## src/rtl/branch_offset_encoder_pkg.sv

```systemverilog
// Shared constants for the branch offset encoder: default widths, PC increment,
// offset bounds and result-flag bit positions.
package branch_offset_encoder_pkg;

    localparam int unsigned PC_W_DEF  = 32;
    localparam int unsigned OFS_W_DEF = 11;
    localparam int unsigned PC_INC    = 4;

    localparam int OFS_MAX = (1 << (OFS_W_DEF - 1)) - 1;
    localparam int OFS_MIN = -(1 << (OFS_W_DEF - 1));

    // Result flags travel next to the offset through stage 2
    localparam int unsigned FLAG_W     = 2;
    localparam int unsigned FLAG_ALIGN = 0;
    localparam int unsigned FLAG_RANGE = 1;

endpackage

```

## src/rtl/branch_offset_encoder_pipe_stage_reg.sv

```systemverilog
// Generic valid/ready register slice: holds one item, accepts a new one whenever
// it is empty or its current item leaves in the same cycle.
module pipe_stage_reg #(
    parameter int unsigned W = 8
) (
    input  logic         clk,
    input  logic         rst_n,
    input  logic         in_valid,
    output logic         in_ready,
    input  logic [W-1:0] in_data,
    output logic         out_valid,
    input  logic         out_ready,
    output logic [W-1:0] out_data
);

    logic         valid_q;
    logic [W-1:0] data_q;
    logic         load;

    assign in_ready  = !valid_q || out_ready;
    assign load      = in_valid && in_ready;
    assign out_valid = valid_q;
    assign out_data  = data_q;

    always_ff @(posedge clk or negedge rst_n) begin
        if (!rst_n) begin
            valid_q <= 1'b0;
            data_q  <= '0;
        end else if (load) begin
            valid_q <= 1'b1;
            data_q  <= in_data;
        end else if (out_ready) begin
            valid_q <= 1'b0;
        end
    end

endmodule

```

## src/rtl/branch_offset_encoder.sv

```systemverilog
// Encodes an absolute branch target into a signed word-offset field relative to PC+4.
// Optional saturating error counter on out_err_cnt when ERR_CNT_EN is defined.
module branch_offset_encoder
    import branch_offset_encoder_pkg::*;
#(
    parameter int unsigned PC_W  = PC_W_DEF,
    parameter int unsigned OFS_W = OFS_W_DEF
) (
    input  logic             Clk,
    input  logic             Rst_n,
    input  logic             in_valid,
    output logic             in_ready,
    input  logic [PC_W-1:0]  in_pc,
    input  logic [PC_W-1:0]  in_target,
    output logic             out_valid,
    input  logic             out_ready,
    output logic [OFS_W-1:0] out_ofs,
    output logic             out_align_err,
    output logic             out_range_err
`ifdef ERR_CNT_EN
    ,
    output logic [7:0]       out_err_cnt
`endif
);

    localparam int unsigned S1_W = PC_W + 2;
    localparam int unsigned S2_W = OFS_W + FLAG_W;

    localparam logic signed [PC_W:0] WOFS_MAX = (PC_W + 1)'((1 << (OFS_W - 1)) - 1);
    localparam logic signed [PC_W:0] WOFS_MIN = -WOFS_MAX - 1;

    logic [PC_W:0]        s1_in_diff;
    logic                 s1_in_align;
    logic                 s1_valid;
    logic [S1_W-1:0]      s1_data;
    logic                 s2_ready;
    logic signed [PC_W:0] s1_diff;
    logic                 s1_align;
    logic signed [PC_W:0] wofs;
    logic [FLAG_W-1:0]    s2_in_flags;
    logic [OFS_W-1:0]     s2_in_ofs;
    logic [S2_W-1:0]      s2_data;

    // One extra bit keeps targets behind a PC near the top of memory negative
    assign s1_in_diff  = {1'b0, in_target} - ({1'b0, in_pc} + (PC_W + 1)'(PC_INC));
    assign s1_in_align = (in_pc[1:0] != 2'b00) || (in_target[1:0] != 2'b00);

    pipe_stage_reg #(
        .W(S1_W)
    ) u_s1 (
        .clk      (Clk),
        .rst_n    (Rst_n),
        .in_valid (in_valid),
        .in_ready (in_ready),
        .in_data  ({s1_in_diff, s1_in_align}),
        .out_valid(s1_valid),
        .out_ready(s2_ready),
        .out_data (s1_data)
    );

    assign s1_diff  = $signed(s1_data[S1_W-1:1]);
    assign s1_align = s1_data[0];
    assign wofs     = s1_diff >>> 2;

    always_comb begin
        s2_in_flags             = '0;
        s2_in_flags[FLAG_ALIGN] = s1_align;
        s2_in_flags[FLAG_RANGE] = (wofs > WOFS_MAX) || (wofs < WOFS_MIN);
        s2_in_ofs               = '0;
        if (s2_in_flags == '0) begin
            s2_in_ofs = wofs[OFS_W-1:0];
        end
    end

    pipe_stage_reg #(
        .W(S2_W)
    ) u_s2 (
        .clk      (Clk),
        .rst_n    (Rst_n),
        .in_valid (s1_valid),
        .in_ready (s2_ready),
        .in_data  ({s2_in_ofs, s2_in_flags}),
        .out_valid(out_valid),
        .out_ready(out_ready),
        .out_data (s2_data)
    );

    assign out_ofs       = s2_data[S2_W-1:FLAG_W];
    assign out_align_err = s2_data[FLAG_ALIGN];
    assign out_range_err = s2_data[FLAG_RANGE];

`ifdef ERR_CNT_EN
    logic [7:0] err_cnt_q;

    always_ff @(posedge Clk or negedge Rst_n) begin
        if (!Rst_n) begin
            err_cnt_q <= 8'd0;
        end else if (out_valid && out_ready && (out_align_err || out_range_err)
                     && (err_cnt_q != 8'hFF)) begin
            err_cnt_q <= err_cnt_q + 8'd1;
        end
    end

    assign out_err_cnt = err_cnt_q;
`endif

endmodule

```

## config.mk

```make
export PLATFORM = sky130hd
export DESIGN_NAME = branch_offset_encoder
export DESIGN_NICKNAME = d
export VERILOG_FILES = /design/src/rtl/branch_offset_encoder_pkg.sv /design/src/rtl/branch_offset_encoder_pipe_stage_reg.sv /design/src/rtl/branch_offset_encoder.sv
export SDC_FILE = /design/constraint.sdc
export NUM_CORES = 1
export LEC_CHECK = 0
export CORE_MARGIN = 8
export CORE_UTILIZATION = 49
export CTS_CLUSTER_SIZE = 28
export DETAILED_ROUTE_END_ITERATION = 10
export HOLD_SLACK_MARGIN = 0.12
export PLACE_DENSITY_LB_ADDON = 0.1
export RECOVER_POWER = 50
export SKIP_CTS_REPAIR_TIMING = 1
export SLEW_MARGIN = 20
export SYNTH_ARGS = -nofsm -noshare
export SYNTH_HDL_FRONTEND = slang
export SYNTH_SLANG_ARGS = --single-unit
```

## constraint.sdc

```tcl
create_clock -name Clk -period 5.5 [get_ports Clk]
set_input_delay 0.55 -clock Clk [delete_from_list [all_inputs] [get_ports Clk]]
set_output_delay 0.55 -clock Clk [all_outputs]
set_load 0.02 [all_outputs]
```

==> qor.csv <==
stage,metric,value,unit
outcome,run status,"complete, but fails checks",
outcome,violated checks,"max-capacitance violations, max-slew violations",
synth,Syn Std Cell Area,4278,sq um
synth,Seq cells post-synth,47,
grt,initial antenna violation count,0,
floorplanning,Starting Density,49.78,%
floorplanning,number of I/O pins,83,
sta,Max Slew Vio Count,48,
grt,total gr overflow,0,
synth,synthesized net count,664,
floorplanning,chip height,109.4,um
grt,global-route wire length before repair,16.71,mm
sta,Least-Margin Pin Slew,2447,ps
worst_setup_path,CP max stage delay,480,ps
sta,Fmax,0.2944,GHz
pwr,Comb power frac,44.8,%
worst_setup_path,CP cell instances,clkdlybuf4s50_1 > inv_1 > ha_1 > and2_1 > fa_1 > a21o_1 > a311o_1 > a211oi_2 > nor3_2 > o31ai_4 > xnor2_1 > o21ai_1,
grt,largest net degree at the start of global routing,66,
synth,Area contributors post-synth,"dfrtp_1 (27%), ha_1 (18%), inv_1 (8.3%)",
routing,DR vias,3840,
finish,layout cells sized above 1,3.289,%
synth,largest area contributor in the netlist,dfrtp_1,
grt,vias in the first global route,3615,
synth,ys flop type,dfrtp_1,
worst_setup_path,CP required,5680,ps
worst_setup_path,CP Launch Type,input pin,
cts,H-tree depth,2,
hold_path,hold crit path type,reg -> reg,
sta,Post-Route Setup TNS,0,ps
hold_path,HP Start,u_s1.out_data[3],
sta,RSZ-0062 raised after global routing,false,
routing,DR pass1 iterations,5,
worst_setup_path,cell family with the largest share of critical-path delay,compound AO/OA/AOI/OAI gates,
cts,clk slew on worst S/H paths,80,ps
pwr,sw power,0.0004710,W
floorplanning,die width,109.4,um
synth,Post-Syn Instances,534,
synth,Syn. warnings,0,
hold_path,WHS Path Cells,2,
worst_setup_path,Critical Path AT,3570,ps
finish,ANT cells,0,
sta,Final WS setup,2104,ps
finish,Fillers,779,
floorplanning,row cnt,34,
grt,GRT Total Usage,16.86,%
sta,Layout Skew,10.55,ps
sta,fin crit share,61.75,%
cts,clk buf depth,2,
place,routability cong.,0.8523,
routing,routed vias/inst,5.363,
worst_setup_path,crit-path max FO,5,
sta,Slew headroom,-63.12,%
worst_setup_path,reg2reg end,u_s2.out_data[7],
cts,CTS tree,yes,
synth,synthesized area per cell,8.011,sq um
finish,nets@finish,739,
cts,CTS Sinks,47,
pwr,Pint,0.0007493,W
routing,drt total wl,9.936,mm
cts,"Clk Latency, worst-skew pair",300,ps
worst_setup_path,Critical-path top delay cell,clkdlybuf4s50_1,
place,hpwl dp,8.089,mm
pwr,Worst VDD drop,0.0001578,V
synth,post-synth top area share,27.49,%
floorplanning,core area,8593,sq um
finish,Area Growth Syn to Fin,22.76,%
pwr,Clock power frac,15.9,%
worst_setup_path,reg-to-reg startpoint,u_s1.out_data[20],
finish,Finished Cell Area,5251,sq um
pwr,Net Sw Frac,38.60,%
worst_setup_path,worst r2r path cells,7,
routing,DRT iter0 DRCs,195,
place,port bufs,82,
cts,Root Driver,clkbuf_8,
pwr,Lkg Pwr,2.560,nW
worst_setup_path,flop2flop setup slack,3160,ps
synth,post-synthesis sequential area ratio,27.49,%
pwr,Reg power frac,39.3,%
routing,ANT nets after route,0,
cts,Inserted Clock Buffers,5,
place,DP Worst Slack,1756,ps
worst_setup_path,critical path type,in -> reg,
place,placed inst area,5180,sq um
routing,wire length per cell,13.88,um
floorplanning,die area,11980,sq um
worst_setup_path,Crit. End Element,register,
synth,library cells used by synthesis,53,
sta,fin crit period,3396,ps
sta,final hold vios,0,
worst_setup_path,crit path buf inv count,2,
pwr,PD cells,232.4,nW/um^2
synth,ys async rst share,100.0,%
routing,residual DRC count,0,
sta,setup violators final,0,
job,maxcap violations,1,
hold_path,Hold Path End,u_s1.out_data[3],
synth,Post-synth EDFFs,0,
==> layout make-up <==
type | instances | area, sq um | area share (%)
Clock buffer | 6 | 72.57 | 1.382
Inverter | 95 | 356.6 | 6.791
Multi-Input combinational cell | 376 | 2681 | 51.06
Sequential cell | 47 | 1176 | 22.40
Tap cell | 108 | 135.1 | 2.573
Timing Repair Buffer | 84 | 829.5 | 15.80
==> power groups by stage <==
stage	combinational (W)	clock (W)	sequential [W]
final	0.000547	0.000194	0.000480
after detailed placement	0.000546	0	0.000486
after global placement	0.000534	0	0.000482
after global routing	0.000614	0.000214	0.000491
after floorplan	0.000386	0	0.000472
after CTS	0.000549	0.000200	0.000480
==> cells by family (layout without fill, tap and decap cells) <==
kind of cell | after synthesis | after routing | share of synthesized area [%]
compound gates | 144 | 144 | 22.70
xor+xnor | 25 | 25 | 5.118
fa+ha+maj | 62 | 62 | 18.31
buf+inv | 111 | 185 | 9.827
flops | 47 | 47 | 27.49
mux | 2 | 2 | 0.5264
simple gates | 143 | 143 | 16.03
==> sequential cells by signal (all words and copies together) (netlist names) <==
register and flops:
u_s1.out_data 32, u_s2.out_data 13, u_s1.out_valid 1, u_s2.out_valid 1
==> metrics by stage <==
stage | hold slack, ps | util [%] | instances | power, W
after floorplan | 254.4 | - | 534 | 0.0008578
after global placement | 461.6 | 60.28 | 710 | 0.001015
after detailed placement | 462.8 | 60.28 | 710 | 0.001032
after CTS | 447.8 | 61.12 | 716 | 0.001229
after global routing | 509.3 | 61.11 | 716 | 0.001319
final | 478.6 | 61.11 | 716 | 0.001220
==> layout by cell type, fill, tap and decap left out, drive strengths merged, types with 9 or more instances in the layout <==
cell type	n
a21o	11
a21oi	36
a22o	11
clkdlybuf4s50	76
dfrtp	47
ha	61
inv	95
nand2	58
nand3	9
nand4	13
nor2	23
o21ai	46
xnor2	11
xor2	14
==> cell usage after synthesis, types with 3 or more instances <==
cell type / n
and3_1: 7
nor4_1: 6
a21boi_0: 4
nand2b_1: 4
o21ai_0: 42
a221oi_1: 3
nor2_1: 23
a21oi_1: 33
a22o_1: 11
nand3_1: 9
and2_1: 8
a311o_1: 3
nand4_1: 13
a211oi_2: 3
dfrtp_1: 47
xnor2_1: 11
a31oi_1: 3
nand2_1: 58
a221o_1: 4
or4_1: 3
inv_1: 95
a21oi_2: 3
a21o_1: 11
o21ai_1: 3
xor2_1: 14
nor3_1: 7
clkbuf_1: 11
o2111ai_1: 3
o21bai_1: 4
ha_1: 61
==> worst min-delay path: stages, from the launching register on <==
cell and delay, ps:
dfrtp_1 340, nand2_1 50, nand2_1 60
==> worst max-delay path by stage <==
stage               startpoint           endpoint  slack (ps)  cells past startpoint
floorplan             in_pc[1]  u_s1.out_data[26]        2520                     11
global placement      in_pc[1]  u_s1.out_data[26]        1850                     12
detailed placement    in_pc[1]  u_s1.out_data[24]        1760                     12
CTS                   in_pc[1]  u_s1.out_data[26]        2090                     12
global route          in_pc[1]  u_s1.out_data[26]        1880                     12
finish                in_pc[1]  u_s1.out_data[24]        2100                     12
==> layer usage <==
| metal | track usage (%) | routed length (um) | share of wire (%) | vias up |
|---|---|---|---|---|
| li1 | - | - | - | 1994 |
| met2 | 26.36 | 4616 | 46 | 84 |
| met1 | 24.01 | 4757 | 48 | 1756 |
| met4 | 3.279 | 70 | 0.70 | 0 |
| met3 | 2.755 | 491 | 4.9 | 6 |
| met5 | 0 | 0 | 0 | - |
No activity file was read; power rests on OpenSTA's default activity.
